## src/rtl/pipe_pkg.sv

```systemverilog
// Shared types for the ID->EX stage: control-bundle layout and the occupancy states of the elastic register.
// No logic here; latency and backpressure belong to the modules that import it.
package pipe_pkg;

  localparam int CTRL_W = 8;

  typedef struct packed {
    logic [1:0] alu_op;
    logic       branch;
    logic       mem_read;
    logic       mem_to_reg;
    logic       mem_write;
    logic       alu_src;
    logic       reg_write;
  } idex_ctrl_t;

  typedef enum logic [1:0] {
    ST_EMPTY = 2'd0,
    ST_FULL  = 2'd1,
    ST_SKID  = 2'd2
  } stage_state_e;

endpackage

```

## src/rtl/pipe_skid_reg.sv

```systemverilog
// Generic main+skid payload register with valid/ready: 1-cycle latency; SKID=1 gives a registered in_rdy_o and
// absorbs one extra word under backpressure, SKID=0 holds one word with in_rdy_o = empty | out_rdy_i.
module pipe_skid_reg
  import pipe_pkg::*;
#(
  parameter int W    = 8,
  parameter bit SKID = 1'b1
) (
  input  logic         clk,
  input  logic         reset,
  input  logic         flush_i,
  input  logic         in_vld_i,
  output logic         in_rdy_o,
  input  logic [W-1:0] in_dat_i,
  output logic         out_vld_o,
  input  logic         out_rdy_i,
  output logic [W-1:0] out_dat_o
);

  stage_state_e state_q, state_d;
  logic [W-1:0] main_q, main_d;
  logic [W-1:0] skid_q, skid_d;
  logic         acc;
  logic         cons;

  always_ff @(posedge clk or negedge reset) begin
    if (!reset) begin
      state_q <= ST_EMPTY;
      main_q  <= '0;
      skid_q  <= '0;
    end else begin
      state_q <= state_d;
      main_q  <= main_d;
      skid_q  <= skid_d;
    end
  end

  // A flushed cycle never accepts; a consume in that cycle still completes for the downstream side.
  assign acc  = in_vld_i & in_rdy_o & ~flush_i;
  assign cons = out_vld_o & out_rdy_i;

  always_comb begin
    state_d = state_q;
    main_d  = main_q;
    skid_d  = skid_q;
    case (state_q)
      ST_EMPTY: begin
        if (acc) begin
          main_d  = in_dat_i;
          state_d = ST_FULL;
        end
      end
      ST_FULL: begin
        if (acc && cons) begin
          main_d = in_dat_i;
        end else if (acc) begin
          skid_d  = in_dat_i;
          state_d = ST_SKID;
        end else if (cons) begin
          state_d = ST_EMPTY;
        end
      end
      ST_SKID: begin
        if (cons) begin
          main_d  = skid_q;
          state_d = ST_FULL;
        end
      end
      default: state_d = ST_EMPTY;
    endcase
    if (flush_i) state_d = ST_EMPTY;
  end

  always_comb begin
    out_vld_o = (state_q != ST_EMPTY);
    out_dat_o = main_q;
    if (SKID) in_rdy_o = (state_q != ST_SKID);
    else      in_rdy_o = (state_q == ST_EMPTY) | out_rdy_i;
  end

endmodule

```

## src/rtl/idex_pipe_stage.sv

```systemverilog
// ID->EX pipeline register: 1-cycle latency into an empty (or draining) stage, bubble/flush handling, stall counter.
// Backpressure: out_ready low holds the head word stable; in_ready drops once both entries are occupied (SKID=1).
module idex_pipe_stage
  import pipe_pkg::*;
#(
  parameter int XLEN  = 64,
  parameter int RD_W  = 5,
  parameter int FN_W  = 4,
  parameter bit SKID  = 1'b1,
  parameter int CNT_W = 16
) (
  input  logic              clk,
  input  logic              reset,
  input  logic              in_valid,
  output logic              in_ready,
  input  logic [XLEN-1:0]   in_pc,
  input  logic [XLEN-1:0]   in_rs1_data,
  input  logic [XLEN-1:0]   in_rs2_data,
  input  logic [XLEN-1:0]   in_imm,
  input  logic [FN_W-1:0]   in_funct,
  input  logic [RD_W-1:0]   in_rd,
  input  logic [CTRL_W-1:0] in_ctrl,
  input  logic              bubble,
  input  logic              flush,
  output logic              out_valid,
  input  logic              out_ready,
  output logic [XLEN-1:0]   out_pc,
  output logic [XLEN-1:0]   out_rs1_data,
  output logic [XLEN-1:0]   out_rs2_data,
  output logic [XLEN-1:0]   out_imm,
  output logic [FN_W-1:0]   out_funct,
  output logic [RD_W-1:0]   out_rd,
  output logic [CTRL_W-1:0] out_ctrl,
  output logic [CNT_W-1:0]  stall_cnt
);

  localparam int W = 4*XLEN + FN_W + RD_W + CTRL_W;

  idex_ctrl_t       in_ctrl_w;
  idex_ctrl_t       head_ctrl_w;
  logic [W-1:0]     in_dat_w;
  logic [W-1:0]     out_dat_w;
  logic             out_vld_w;
  logic [CNT_W-1:0] stall_q, stall_d;

  // A bubble keeps the slot and the operands but turns the word into a NOP.
  always_comb begin
    in_ctrl_w = in_ctrl;
    if (bubble) in_ctrl_w = '0;
  end

  assign in_dat_w = {in_pc, in_rs1_data, in_rs2_data, in_imm, in_funct, in_rd, in_ctrl_w};

  pipe_skid_reg #(
    .W    (W),
    .SKID (SKID)
  ) u_reg (
    .clk       (clk),
    .reset     (reset),
    .flush_i   (flush),
    .in_vld_i  (in_valid),
    .in_rdy_o  (in_ready),
    .in_dat_i  (in_dat_w),
    .out_vld_o (out_vld_w),
    .out_rdy_i (out_ready),
    .out_dat_o (out_dat_w)
  );

  assign {out_pc, out_rs1_data, out_rs2_data, out_imm, out_funct, out_rd, head_ctrl_w} = out_dat_w;
  assign out_valid = out_vld_w;

  // Control is gated by valid so a flushed or drained slot never presents live control bits to EX.
  always_comb begin
    out_ctrl = '0;
    if (out_vld_w) out_ctrl = head_ctrl_w;
  end

  always_comb begin
    stall_d = stall_q;
    if (out_vld_w && !out_ready && (stall_q != '1)) stall_d = stall_q + CNT_W'(1);
  end

  always_ff @(posedge clk or negedge reset) begin
    if (!reset) stall_q <= '0;
    else        stall_q <= stall_d;
  end

  assign stall_cnt = stall_q;

endmodule
```

## config.mk

```make
export PLATFORM = sky130hd
export DESIGN_NAME = idex_pipe_stage
export DESIGN_NICKNAME = d
export VERILOG_FILES = /design/src/rtl/pipe_pkg.sv /design/src/rtl/pipe_skid_reg.sv /design/src/rtl/idex_pipe_stage.sv
export SDC_FILE = /design/constraint.sdc
export NUM_CORES = 1
export LEC_CHECK = 0
export CORE_AREA = 2 2 244 246
export CTS_CLUSTER_DIAMETER = 40
export DETAILED_ROUTE_END_ITERATION = 8
export DIE_AREA = 0 0 246 248
export GPL_ROUTABILITY_DRIVEN = 0
export PLACE_DENSITY = 0.69
export SLEW_MARGIN = 20
export SYNTH_ARGS = -nofsm -noshare
export SYNTH_HDL_FRONTEND = slang
export SYNTH_HIERARCHICAL = 1
export SYNTH_SLANG_ARGS = --single-unit
```

## constraint.sdc

```tcl
create_clock -name clk -period 1.8 [get_ports clk]
set_input_delay 0.54 -clock clk [delete_from_list [all_inputs] [get_ports clk]]
set_output_delay 0.54 -clock clk [all_outputs]
set_load 0.005 [all_outputs]
```

# ---- After elaboration in Yosys (flattened, before gate mapping)
# Index checks and enable logic that the tools add are counted.
dict set report word_totals {
  ff_bits 564
  latch_bits 0
  mem_bits_rw 0
  mem_bits_ro 0
  in_bits 279
  out_inout_bits 291
  elab_cells 44
  mem_count 0
}
dict set report classes {
  addsub 1
  mul 0
  div_mod_pow 0
  n_lt_le_gt_ge 0
  n_eq_ne 11
  shifts 0
  muxes 13
  bitwise 5
  n_reduce_logical 10
}
# op n
set ops {}
lappend ops {{273-bit 2-to-1 mux} 3}
lappend ops {{273-bit case mux with 3 select lines} 1}
lappend ops {{16-bit by 1-bit adder with 16-bit output, second input constant} 1}
lappend ops {{8-bit 2-to-1 mux} 2}
lappend ops {{16-bit inequality test, second input constant} 1}
lappend ops {{2-bit 2-to-1 mux} 6}
lappend ops {{4-bit AND reduction} 2}
lappend ops {{2-bit by 1-bit inequality test with 1-bit output, second input constant} 3}
lappend ops {{3-bit by 2-bit inequality test with 1-bit output, second input constant} 2}
lappend ops {{2-bit case mux with 3 select lines} 1}
lappend ops {{4-bit by 2-bit inequality test with 1-bit output, second input constant} 1}
lappend ops {{1-bit bitwise AND} 3}
lappend ops {{1-bit logical AND} 3}
lappend ops {{3-bit inequality test, second input constant} 1}
lappend ops {{3-bit AND reduction} 1}
lappend ops {{3-bit nonzero test} 1}
lappend ops {{2-bit by 1-bit == test with 1-bit output, second input constant} 1}
lappend ops {{2-bit == test, second input constant} 1}
lappend ops {{2-bit logical NOT} 1}
lappend ops {{2-bit inequality test, second input constant} 1}
lappend ops {{1-bit NOT} 2}
lappend ops {{2-bit nonzero test} 1}
lappend ops {{1-bit logical NOT} 1}

# ---- Depth between registers and ports, before layout
# Gate-level depths: netlist (run 1).
dict set report logic_depth {
  ltp_word 7
  mapped_depth 6
  depth_no_buf 6
}

# ---- Modules after synthesis
# The synthesis (run 1) kept the hierarchy.
# module instances cells_each area_each_um2 seq_area_each_um2
set modules_own_cells {}
lappend modules_own_cells {pipe_skid_reg 1 1502 22191.3 13713.2}
lappend modules_own_cells {idex_pipe_stage 1 89 932.1 400.4}

# ---- Least setup slack after synthesis (run 1)
# No wires, ideal clock.
dict set report synth_timing {
  kind {input -> register}
  start {input in_valid}
  end {register u_reg.skid_q[100]}
  setup_time_ns 0.125
  t_arrival_ns 1.597
  required_ns 1.675
  slack_ns 0.078
  path_stages 5
  n_path_buf 2
  cell_sequence {nor3b_2 > nand3b_1 > clkbuf_1 > buf_2 > mux2_2}
}
dict set report synth_between {
  elab_chain_cells 5
}
# item line_no
set synth_rtl {}
lappend synth_rtl {{from (decl)} idex_pipe_stage.sv:14} ;# input logic in_valid,
lappend synth_rtl {{1-bit bitwise AND (*) (2 in a row)} pipe_skid_reg.sv:39} ;# assign acc = in_vld_i & in_rdy_o & ~flush_i;
lappend synth_rtl {{1-bit logical AND} pipe_skid_reg.sv:54} ;# if (acc && cons) begin
lappend synth_rtl {{1-bit NOT (no line)} --}
lappend synth_rtl {{3-bit AND reduction (no line) (*)} --}
lappend synth_rtl {{to (signal assigned)} pipe_skid_reg.sv:34} ;# skid_q <= skid_d;
lappend synth_rtl {{to (decl)} pipe_skid_reg.sv:22} ;# logic [W-1:0] skid_q, skid_d;
# Mark *: on every way between the ends. The rest lies on a longest branch, timed or not.
# A chain may end at the register's enable or synchronous reset.

# ---- Final worst setup path (run 1)
dict set report layout_timing {
  start {register u_reg.state_q[0]}
  end {output out_ctrl[1]}
}
dict set report layout_between {
  elab_chain_cells 2
}
# item line_no
set layout_rtl {}
lappend layout_rtl {{from (decl)} pipe_skid_reg.sv:20} ;# stage_state_e state_q, state_d;
lappend layout_rtl {{from (signal assigned)} pipe_skid_reg.sv:32} ;# state_q <= state_d;
lappend layout_rtl {{2-bit nonzero test} pipe_skid_reg.sv:75} ;# out_vld_o = (state_q != ST_EMPTY);
lappend layout_rtl {{8-bit 2-to-1 mux} idex_pipe_stage.sv:75} ;# if (out_vld_w) out_ctrl = head_ctrl_w;
lappend layout_rtl {{to (decl)} idex_pipe_stage.sv:33} ;# output logic [CTRL_W-1:0] out_ctrl,
# No other way between the ends.

==> results_tabular.tex, run 1 <==
\begin{tabular}{lr}
\hline
Metric & Value \\
\hline
\multicolumn{2}{l}{\textbf{Power}} \\
\quad Switching power share of the total & 0.258 \\
\quad Leakage power summed over all cells & 0.0151 uW \\
\quad Internal Dissipation & 30800 uW \\
\quad Clock power frac & 0.402 \\
\quad Sequential share of power & 0.410 \\
\quad Maximum vdd drop & 1.00 mV \\
\quad Sw Pwr & 10700 uW \\
\quad Portion of total power attributed to combinational logic & 0.188 \\
\quad Power density of the placed cells & 1180 nW/um2 \\
\multicolumn{2}{l}{\textbf{Worst setup path}} \\
\quad Launching element type of the critical path & flip-flop \\
\quad Crit Path Class & reg -> out \\
\quad Critical Path RT & 1.26 ns \\
\quad WP data arrival & between 1.5 and 2 ns \\
\quad Sort of element at the end of the critical path & output port \\
\quad Crit Path Max Fanout & 4 \\
\multicolumn{2}{l}{\textbf{STA}} \\
\quad Transition time at the pin with the least slew margin & between 0.4 and 0.5 ns \\
\quad Max-slew violation count & 0 \\
\quad Final Worst Setup Slack & -0.364 ns \\
\quad Number of failing hold endpoints at the final stage & 0 \\
\quad Number of setup violations in the final report & 556 \\
\quad Unrepaired setup endpoints after global routing & yes \\
\quad Clock Skew & 0.0178 ns \\
\quad Min Hold Slack & 0.388 ns \\
\quad Worst slew margin relative to its limit & 0.689 \\
\quad Tcrit/Tclk final & 1.20 \\
\quad Post-route minimum period & 2.16 ns \\
\quad Max Fclk & about 460 MHz \\
\multicolumn{2}{l}{\textbf{Yosys}} \\
\quad Netlist area before placement & 23100 um2 \\
\quad Post-synth top flop & sky130\_fd\_sc\_hd\_\_dfrtp\_1 \\
\quad Area share of the largest cell type after synthesis & 0.610 \\
\quad Unique masters post-synth & 39 \\
\quad Instance count of the mapped netlist & 1591 \\
\quad Fraction of synthesis flops using an asynchronous set or reset pin & 1.00 \\
\quad Post-synthesis average cell area & 14.5 um2 \\
\quad Warning count from the yosys run & 6 \\
\quad Cell taking the most area after synthesis & sky130\_fd\_sc\_hd\_\_dfrtp\_1 \\
\quad Part of the Yosys area used for sequential elements & 0.610 \\
\quad Number of nets in the synthesized netlist & 1871 \\
\quad Most area-consuming cells after synthesis & sky130\_fd\_sc\_hd\_\_dfrtp\_1 (61\%), sky130\_fd\_sc\_hd\_\_mux2\_2 (13\%), sky130\_fd\_sc\_hd\_\_o221a\_2 (13\%) \\
\quad EDFF count, synth & 0 \\
\quad Number of register bits inferred by synthesis & 564 \\
\multicolumn{2}{l}{\textbf{Route}} \\
\quad Post-DR wirelength/cell & 22.8 um \\
\quad Post-detailed-route via-to-cell ratio & 5.31 \\
\quad Drt first-iter violations & 1057 \\
\quad TritonRoute pass-1 iters & 5 \\
\quad Via count & between 15000 and 20000 \\
\quad Post-route DRC violation count & 0 \\
\quad Post-detailed-routing wire length & 74.3 mm \\
\quad Number of antenna-violating nets in the routed design & 0 \\
\multicolumn{2}{l}{\textbf{Global routing}} \\
\quad Total routing usage reported by global routing & 0.224 \\
\quad Number of antenna violations at the first check in global routing & 9 \\
\quad First-pass GRT wire length & roughly 110 mm \\
\quad Vias in the first global route & 18200 \\
\quad Overflow left after global routing & 0 \\
\quad Pin count of the biggest net entering global routing & slightly above 80 \\
\multicolumn{2}{l}{\textbf{Finish}} \\
\quad Filler-free cell count of the finished design & 3252 \\
\quad Share of the core filled with cells in the final layout & 0.600 \\
\quad Layout Nets & 2681 \\
\quad Most common cell after layout, fill and taps aside & sky130\_fd\_sc\_hd\_\_dfrtp\_1 \\
\quad Fill cells & roughly 4500 \\
\quad Leading cell types in the layout, fill and taps excluded & sky130\_fd\_sc\_hd\_\_dfrtp\_1 (555), sky130\_fd\_sc\_hd\_\_clkdlybuf4s50\_1 (277), sky130\_fd\_sc\_hd\_\_or2\_2 (273), sky130\_fd\_sc\_hd\_\_o221a\_2 (273), sky130\_fd\_sc\_hd\_\_mux2\_2 (273) \\
\quad Layout overhead on the synthesized area & 51.6\% \\
\quad Fraction of final layout cells sized beyond drive strength 1 & 0.583 \\
\multicolumn{2}{l}{\textbf{CTS}} \\
\quad Root Buffer & sky130\_fd\_sc\_hd\_\_clkbuf\_16 \\
\quad Htree depth & 3 \\
\quad Clock Latency Late Sink & 0.62 ns \\
\quad TritonCTS Buffers & 84 \\
\quad Number of buffers on the longest clock path & 3 \\
\quad Post-CTS clock slew at the launch and capture registers of the worst setup and hold paths & 0.05 ns \\
\quad Clock tree from TritonCTS & yes \\
\quad Num Clock Sinks & 564 \\
\multicolumn{2}{l}{\textbf{Worst hold path}} \\
\quad Worst min-delay path class & in -> async \\
\multicolumn{2}{l}{\textbf{Placement}} \\
\quad HPWL Detailed & approximately 46 mm \\
\quad Port-buffer cells & 569 \\
\quad Worst Setup Slack post-DPL & -0.639 ns \\
\quad Cells after DPL & 2922 \\
\multicolumn{2}{l}{\textbf{Die}} \\
\quad Core region area & approximately 60000 um2 \\
\quad Horizontal extent of the die & $\sim$250 um \\
\quad Initial core utilization & 0.396 \\
\quad Standard-cell row count & 89 \\
\quad Die Y & 248 um \\
\quad Number of top-level pins & 570 \\
\quad Total Die Area & slightly above 60000 um2 \\
\multicolumn{2}{l}{\textbf{Status}} \\
\quad Status & complete, but fails checks \\
\quad Violated checks & setup timing \\
\multicolumn{2}{l}{\textbf{Run}} \\
\quad MaxCap Viol Count & 0 \\
\hline
\end{tabular}
[timing repair]
item	4_1_cts	5_1_grt
hold buffers	1	0
cloned	9	30
gates resized for setup	944	51
endpoints found under the setup margin	628	664
hold endpoints to repair	12	0
setup buffers	126	6
pin swaps	6	2
[layout make-up]
type                       count  area [um2]  share of cell area
clock buffer                 104        2300              0.0655
clock inverter                51         611              0.0174
timing repair buffer         844        8500               0.242
multi-input combinational    904        8530               0.243
antenna                        9        22.5            0.000642
tap                          773         967              0.0276
inverter                       3        11.3            0.000321
sequential                   564       14100               0.403
[worst paths after layout]
check,to,startpoint,slack (ns),cells after the start
worst max-delay path,out_ctrl[1],u_reg/state_q[0],-0.36,6
worst min-delay path,u_reg/skid_q[261],reset,0.39,2
worst max register to register,u_reg/skid_q[104],u_reg/state_q[1],-0.25,8
worst min register to register,u_reg/skid_q[241],u_reg/skid_q[241],0.50,1
max in group asynchronous,u_reg/skid_q[121],reset,0.64,3
min in group clk,u_reg/skid_q[241],u_reg/skid_q[241],0.50,1
[sequential cells by signal (all words and copies together), names as in the netlist]
register / count
stall_cnt: 16
u_reg/out_dat_o: 273
u_reg/skid_q: 273
u_reg/state_q: 2
[layer usage]
layer | up-vias | routed length, um | GRT usage
li1 | 7592 | - | -
met1 | 8935 | 30500 | 0.281
met2 | 593 | 35900 | 0.359
met3 | 157 | 5150 | 0.0634
met4 | 2 | 2750 | 0.103
met5 | - | 13 | 0
[worst max-delay path, cell delays in order (launching register included)]
cell	delay (ns)
sky130_fd_sc_hd__dfrtp_1	0.39
sky130_fd_sc_hd__inv_2	0.07
sky130_fd_sc_hd__nand2_2	0.06
sky130_fd_sc_hd__buf_6	0.13
sky130_fd_sc_hd__buf_6	0.12
sky130_fd_sc_hd__and2_4	0.14
sky130_fd_sc_hd__buf_6	0.11
[metrics by stage]
step	instance area [um2]	TNS, ns	power [uW]
2_1_floorplan	23100	0	20000
3_3_place_gp	30500	-315.44	24400
3_5_place_dp	30500	-320.78	24700
4_1_cts	34200	-13.09	41600
5_1_grt	35100	-112.89	43200
6_report	35100	-71.20	41500
[Yosys cell counts, types with 3 or more instances]
cell type and n:
sky130_fd_sc_hd__or2_2 273, sky130_fd_sc_hd__clkbuf_1 57, sky130_fd_sc_hd__xor2_1 5, sky130_fd_sc_hd__nand3_1 8, sky130_fd_sc_hd__nor2b_1 8, sky130_fd_sc_hd__xnor2_1 9
sky130_fd_sc_hd__buf_2 60, sky130_fd_sc_hd__o221a_2 273, sky130_fd_sc_hd__nand2b_1 3, sky130_fd_sc_hd__nand3b_1 4, sky130_fd_sc_hd__and2_1 10, sky130_fd_sc_hd__mux2_2 273
sky130_fd_sc_hd__nand2_1 7, sky130_fd_sc_hd__buf_1 3, sky130_fd_sc_hd__nor3_1 4, sky130_fd_sc_hd__inv_1 3, sky130_fd_sc_hd__nor2_1 4, sky130_fd_sc_hd__dfrtp_1 564
[cells by family after synthesis]
family | count (synthesis) | share of synthesized area
simple gates | 335 | 0.0918
compound gates | 280 | 0.135
flops | 564 | 0.610
fa+ha+maj | 1 | 0.000541
buf+inv | 123 | 0.0232
xor+xnor | 14 | 0.00530
mux | 274 | 0.133
[power groups by stage]
stage          clock (uW)  sequential, uW  combinational (uW)
3_5_place_dp            0           17200                7550
4_1_cts             17000           16900                7690
3_3_place_gp            0           17000                7330
6_report            16700           17000                7810
2_1_floorplan           0           16900                3080
5_1_grt             17600           17300                8360
No activity file was read; power rests on OpenSTA's default activity.
==> inputs of run 2 (changes only) <==
==> constraint.sdc (replaced) <==
create_clock -name clk -period 1.8 [get_ports clk]
set_input_delay 0.54 -clock clk [delete_from_list [all_inputs] [get_ports clk]]
set_output_delay 0.54 -clock clk [all_outputs]
set_load 0.05 [all_outputs]
==> run 2 against run 1 <==
  * The flow still finishes with violations (setup timing)
  * Sequential power barely moved
  * Sequential share of layout area decreased by 1.6 points
  * Total power up 17%
  * Critical path depth is 2 lower
  * Worst hold slack better by 0.026 ns
  * First-iteration DRC count is 1.3% lower
  * Fmax is 1.5% higher
  * Clock power is 8% higher
  * Core utilization increased by 2.6 points
  * Routed wire length rose by 3.2%
  * Highest routed layer is now met4
==> results_tabular.tex, run 2 (synthesized netlist as in run 1, its figures left out) <==
\begin{tabular}{lr}
\hline
Metric & Value \\
\hline
\multicolumn{2}{l}{\textbf{Power}} \\
\quad Leakage power summed over all cells & 0.0157 uW (+4.1\%) \\
\quad Maximum vdd drop & 1.20 mV (+19\%) \\
\quad Power density of the placed cells & 1320 nW/um2 (+12\%) \\
\quad Power Total & 48400 uW (+17\%) \\
\multicolumn{2}{l}{\textbf{STA}} \\
\quad Number of failing hold endpoints at the final stage & 0 (unchanged) \\
\quad Number of setup violations in the final report & 548 (-1.4\%) \\
\quad Final TNS setup & -77.39 ns (-6.19 ns) \\
\quad Tcrit/Tclk final & 1.18 (-0.0182) \\
\quad Post-route minimum period & 2.13 ns (-0.0327 ns) \\
\quad Clock Skew & 0.0157 ns (-0.00213 ns) \\
\quad Min Hold Slack & 0.415 ns (+0.0264 ns) \\
\quad Max Fclk & 469 MHz (+1.5\%) \\
\quad Unrepaired setup endpoints after global routing & yes \\
\quad Worst slew margin relative to its limit & 0.737 (+0.0482) \\
\quad Final Worst Setup Slack & -0.331 ns (+0.0327 ns) \\
\quad Max-slew violation count & 0 (unchanged) \\
\quad Transition time at the pin with the least slew margin & 0.394 ns (-0.0723 ns) \\
\multicolumn{2}{l}{\textbf{Finish}} \\
\quad Final Cell Area & 36600 um2 (+4.3\%) \\
\quad Fraction of final layout cells sized beyond drive strength 1 & 0.632 (+0.0487) \\
\quad Layout overhead on the synthesized area & 58.1\% \\
\quad Layout Nets & 2626 (-2.1\%) \\
\quad Most common cell after layout, fill and taps aside & sky130\_fd\_sc\_hd\_\_dfrtp\_1 \\
\quad Share of the core filled with cells in the final layout & 0.625 (+0.0255) \\
\quad Leading cell types in the layout, fill and taps excluded & sky130\_fd\_sc\_hd\_\_dfrtp\_1 (543), sky130\_fd\_sc\_hd\_\_clkdlybuf4s50\_1 (277), sky130\_fd\_sc\_hd\_\_buf\_4 (276), sky130\_fd\_sc\_hd\_\_or2\_2 (273), sky130\_fd\_sc\_hd\_\_mux2\_2 (272) \\
\multicolumn{2}{l}{\textbf{Die}} \\
\quad Standard-cell row count & 89 (unchanged) \\
\quad Number of top-level pins & 570 (unchanged) \\
\quad Horizontal extent of the die & 246 um (unchanged) \\
\quad Initial core utilization & 0.396 (unchanged) \\
\quad Core region area & 58500 um2 (unchanged) \\
\quad Total Die Area & 61000 um2 (unchanged) \\
\quad Die Y & 248 um (unchanged) \\
\multicolumn{2}{l}{\textbf{Worst setup path}} \\
\quad R2r setup slk & -0.20 ns (+0.05 ns) \\
\quad Critical R2R Launch & u\_reg/state\_q[1] \\
\quad Critical Path RT & 1.26 ns (about the same) \\
\quad Crit Path Max Fanout & 5 (+1) \\
\quad Endpoint of the worst-slack reg-to-reg timing path & u\_reg/out\_dat\_o[100] \\
\quad Launching element type of the critical path & flip-flop \\
\quad Sort of element at the end of the critical path & output port \\
\quad Crit Path Class & reg -> out \\
\quad R2R depth & 9 (+1) \\
\quad Cell with the biggest individual delay on the critical path & sky130\_fd\_sc\_hd\_\_dfrtp\_2 \\
\quad WP data arrival & 1.59 ns (-0.03 ns) \\
\quad CP cell instances & inv\_6 > nand2\_8 > and2\_4 > buf\_12 \\
\quad Buffers \& Inverters on Critical Path & 2 (-2) \\
\quad Max incr delay on CP & 0.46 ns (+0.07 ns) \\
\quad Worst path top cell family by delay & flip-flops \\
\multicolumn{2}{l}{\textbf{Route}} \\
\quad Drt first-iter violations & 1043 (-1.3\%) \\
\quad Post-DR wirelength/cell & 24.0 um (+4.9\%) \\
\quad Post-detailed-routing wire length & 76.7 mm (+3.2\%) \\
\quad Post-detailed-route via-to-cell ratio & 5.37 (+1.2\%) \\
\quad Post-route DRC violation count & 0 (unchanged) \\
\quad Via count & 17200 (-0.50\%) \\
\quad TritonRoute pass-1 iters & 5 (unchanged) \\
\quad Number of antenna-violating nets in the routed design & 0 (unchanged) \\
\multicolumn{2}{l}{\textbf{CTS}} \\
\quad Clock Latency Late Sink & 0.63 ns (about the same) \\
\quad Number of buffers on the longest clock path & 3 (unchanged) \\
\quad Num Clock Sinks & 564 (unchanged) \\
\quad TritonCTS Buffers & 87 (+3.6\%) \\
\quad Root Buffer & sky130\_fd\_sc\_hd\_\_clkbuf\_16 \\
\quad Post-CTS clock slew at the launch and capture registers of the worst setup and hold paths & 0.05 ns (about the same) \\
\quad Htree depth & 3 (unchanged) \\
\quad Clock tree from TritonCTS & yes \\
\multicolumn{2}{l}{\textbf{Placement}} \\
\quad Post-Place Cell Area & 31300 um2 (+2.5\%) \\
\quad HPWL Detailed & 47.8 mm (+3.9\%) \\
\quad Port-buffer cells & 569 (unchanged) \\
\multicolumn{2}{l}{\textbf{Worst hold path}} \\
\quad Worst min-delay path class & in -> async \\
\multicolumn{2}{l}{\textbf{Global routing}} \\
\quad Total routing usage reported by global routing & 0.227 (+0.00273) \\
\quad First-pass GRT wire length & 107 mm (+0.60\%) \\
\quad Number of antenna violations at the first check in global routing & 6 (-3) \\
\quad Overflow left after global routing & 0 (unchanged) \\
\quad Vias in the first global route & 18200 (-0.22\%) \\
\quad Pin count of the biggest net entering global routing & 69 (-16\%) \\
\multicolumn{2}{l}{\textbf{Run}} \\
\quad MaxCap Viol Count & 0 (unchanged) \\
\multicolumn{2}{l}{\textbf{Status}} \\
\quad Status & complete, but fails checks \\
\quad Violated checks & setup timing \\
\hline
\end{tabular}
-- run 2: changes by cell type in the layout (fill, tap and decap cells not counted), moves of 9 or more --
| cell | before | now |
|---|---|---|
| sky130_fd_sc_hd__buf_12 | 43 | 145 |
| sky130_fd_sc_hd__buf_2 | 139 | 0 |
| sky130_fd_sc_hd__buf_4 | 173 | 276 |
| sky130_fd_sc_hd__buf_6 | 17 | 26 |
| sky130_fd_sc_hd__clkbuf_16 | 106 | 122 |
| sky130_fd_sc_hd__clkdlybuf4s15_1 | 119 | 0 |
| sky130_fd_sc_hd__clkdlybuf4s15_2 | 26 | 0 |
| sky130_fd_sc_hd__dfrtp_1 | 555 | 543 |
| sky130_fd_sc_hd__dfrtp_2 | 9 | 21 |
| sky130_fd_sc_hd__o221a_2 | 273 | 255 |
| sky130_fd_sc_hd__o221a_4 | 0 | 18 |
-- run 2: worst max-delay path by stage --
stage	start	to	slack, ns	depth (start not counted)
2_1_floorplan	stall_cnt[7]	stall_cnt[1]	0.005	4
3_3_place_gp	in_valid	u_reg/skid_q[159]	-0.67	6
3_5_place_dp	in_valid	u_reg/skid_q[98]	-0.67	6
4_1_cts	u_reg/state_q[1]	out_ctrl[6]	-0.41	5
5_1_grt	u_reg/state_q[0]	out_ctrl[6]	-0.39	4
6_report	u_reg/state_q[0]	out_ctrl[6]	-0.33	4
-- run 2: metrics by stage --
stage                     worst slack [ns]  cells
after floorplan                    0.00470   1591
after global placement              -0.671   2934
after detailed placement            -0.674   2934
after CTS                           -0.412   3136
after global routing                -0.389   3198
final                               -0.331   3199
-- run 2: what timing repair did --
action / in CTS / in global routing
resized for setup: 64 / 69
gates cloned: 7 / 41
hold endpoints to repair: 25 / 0
buffers inserted: 35 / 15
hold buffers: 1 / 0
pin swaps: 6 / 11
setup endpoints to repair: 227 / 619
-- run 2: layout make-up --
cell class              count  area, um2
diodes                      7       17.5
clock buffers             101       2340
clock inverters            61        851
fillers                  4232      21900
inverters                   3       28.8
multi-input cells         905       8720
flip-flops and latches    564      14100
well taps                 773        967
repair buffers            785       9490
-- run 2: layer usage --
| layer | GRT usage | vias to the layer above | part of all wire | wire (um) |
|---|---|---|---|---|
| met4 | 0.101 | 0 | 0.033 | 2570 |
| met3 | 0.0639 | 146 | 0.063 | 4870 |
| li1 | - | 7505 | - | - |
| met2 | 0.368 | 617 | 0.50 | 38000 |
| met1 | 0.282 | 8925 | 0.41 | 31200 |
| met5 | 0 | - | 0 | 0 |
-- run 2: report_power, final --
part | switching (uW) | internal, uW | leakage [uW] | total, uW
Combinational | 6980 | 5970 | 0.00758 | 12900
Clock | 6600 | 11500 | 0.00153 | 18100
Sequential | 1780 | 15500 | 0.00660 | 17300
Total | 15400 | 33100 | 0.0157 | 48400
-- run 2: worst reg2reg max path, delay by kind of cell, from the launching register on --
kind | cells | cell delay [ns]
simple gates | 1 | 0.12
compound gates | 2 | 0.53
flops | 1 | 0.39
buf+inv | 6 | 0.85
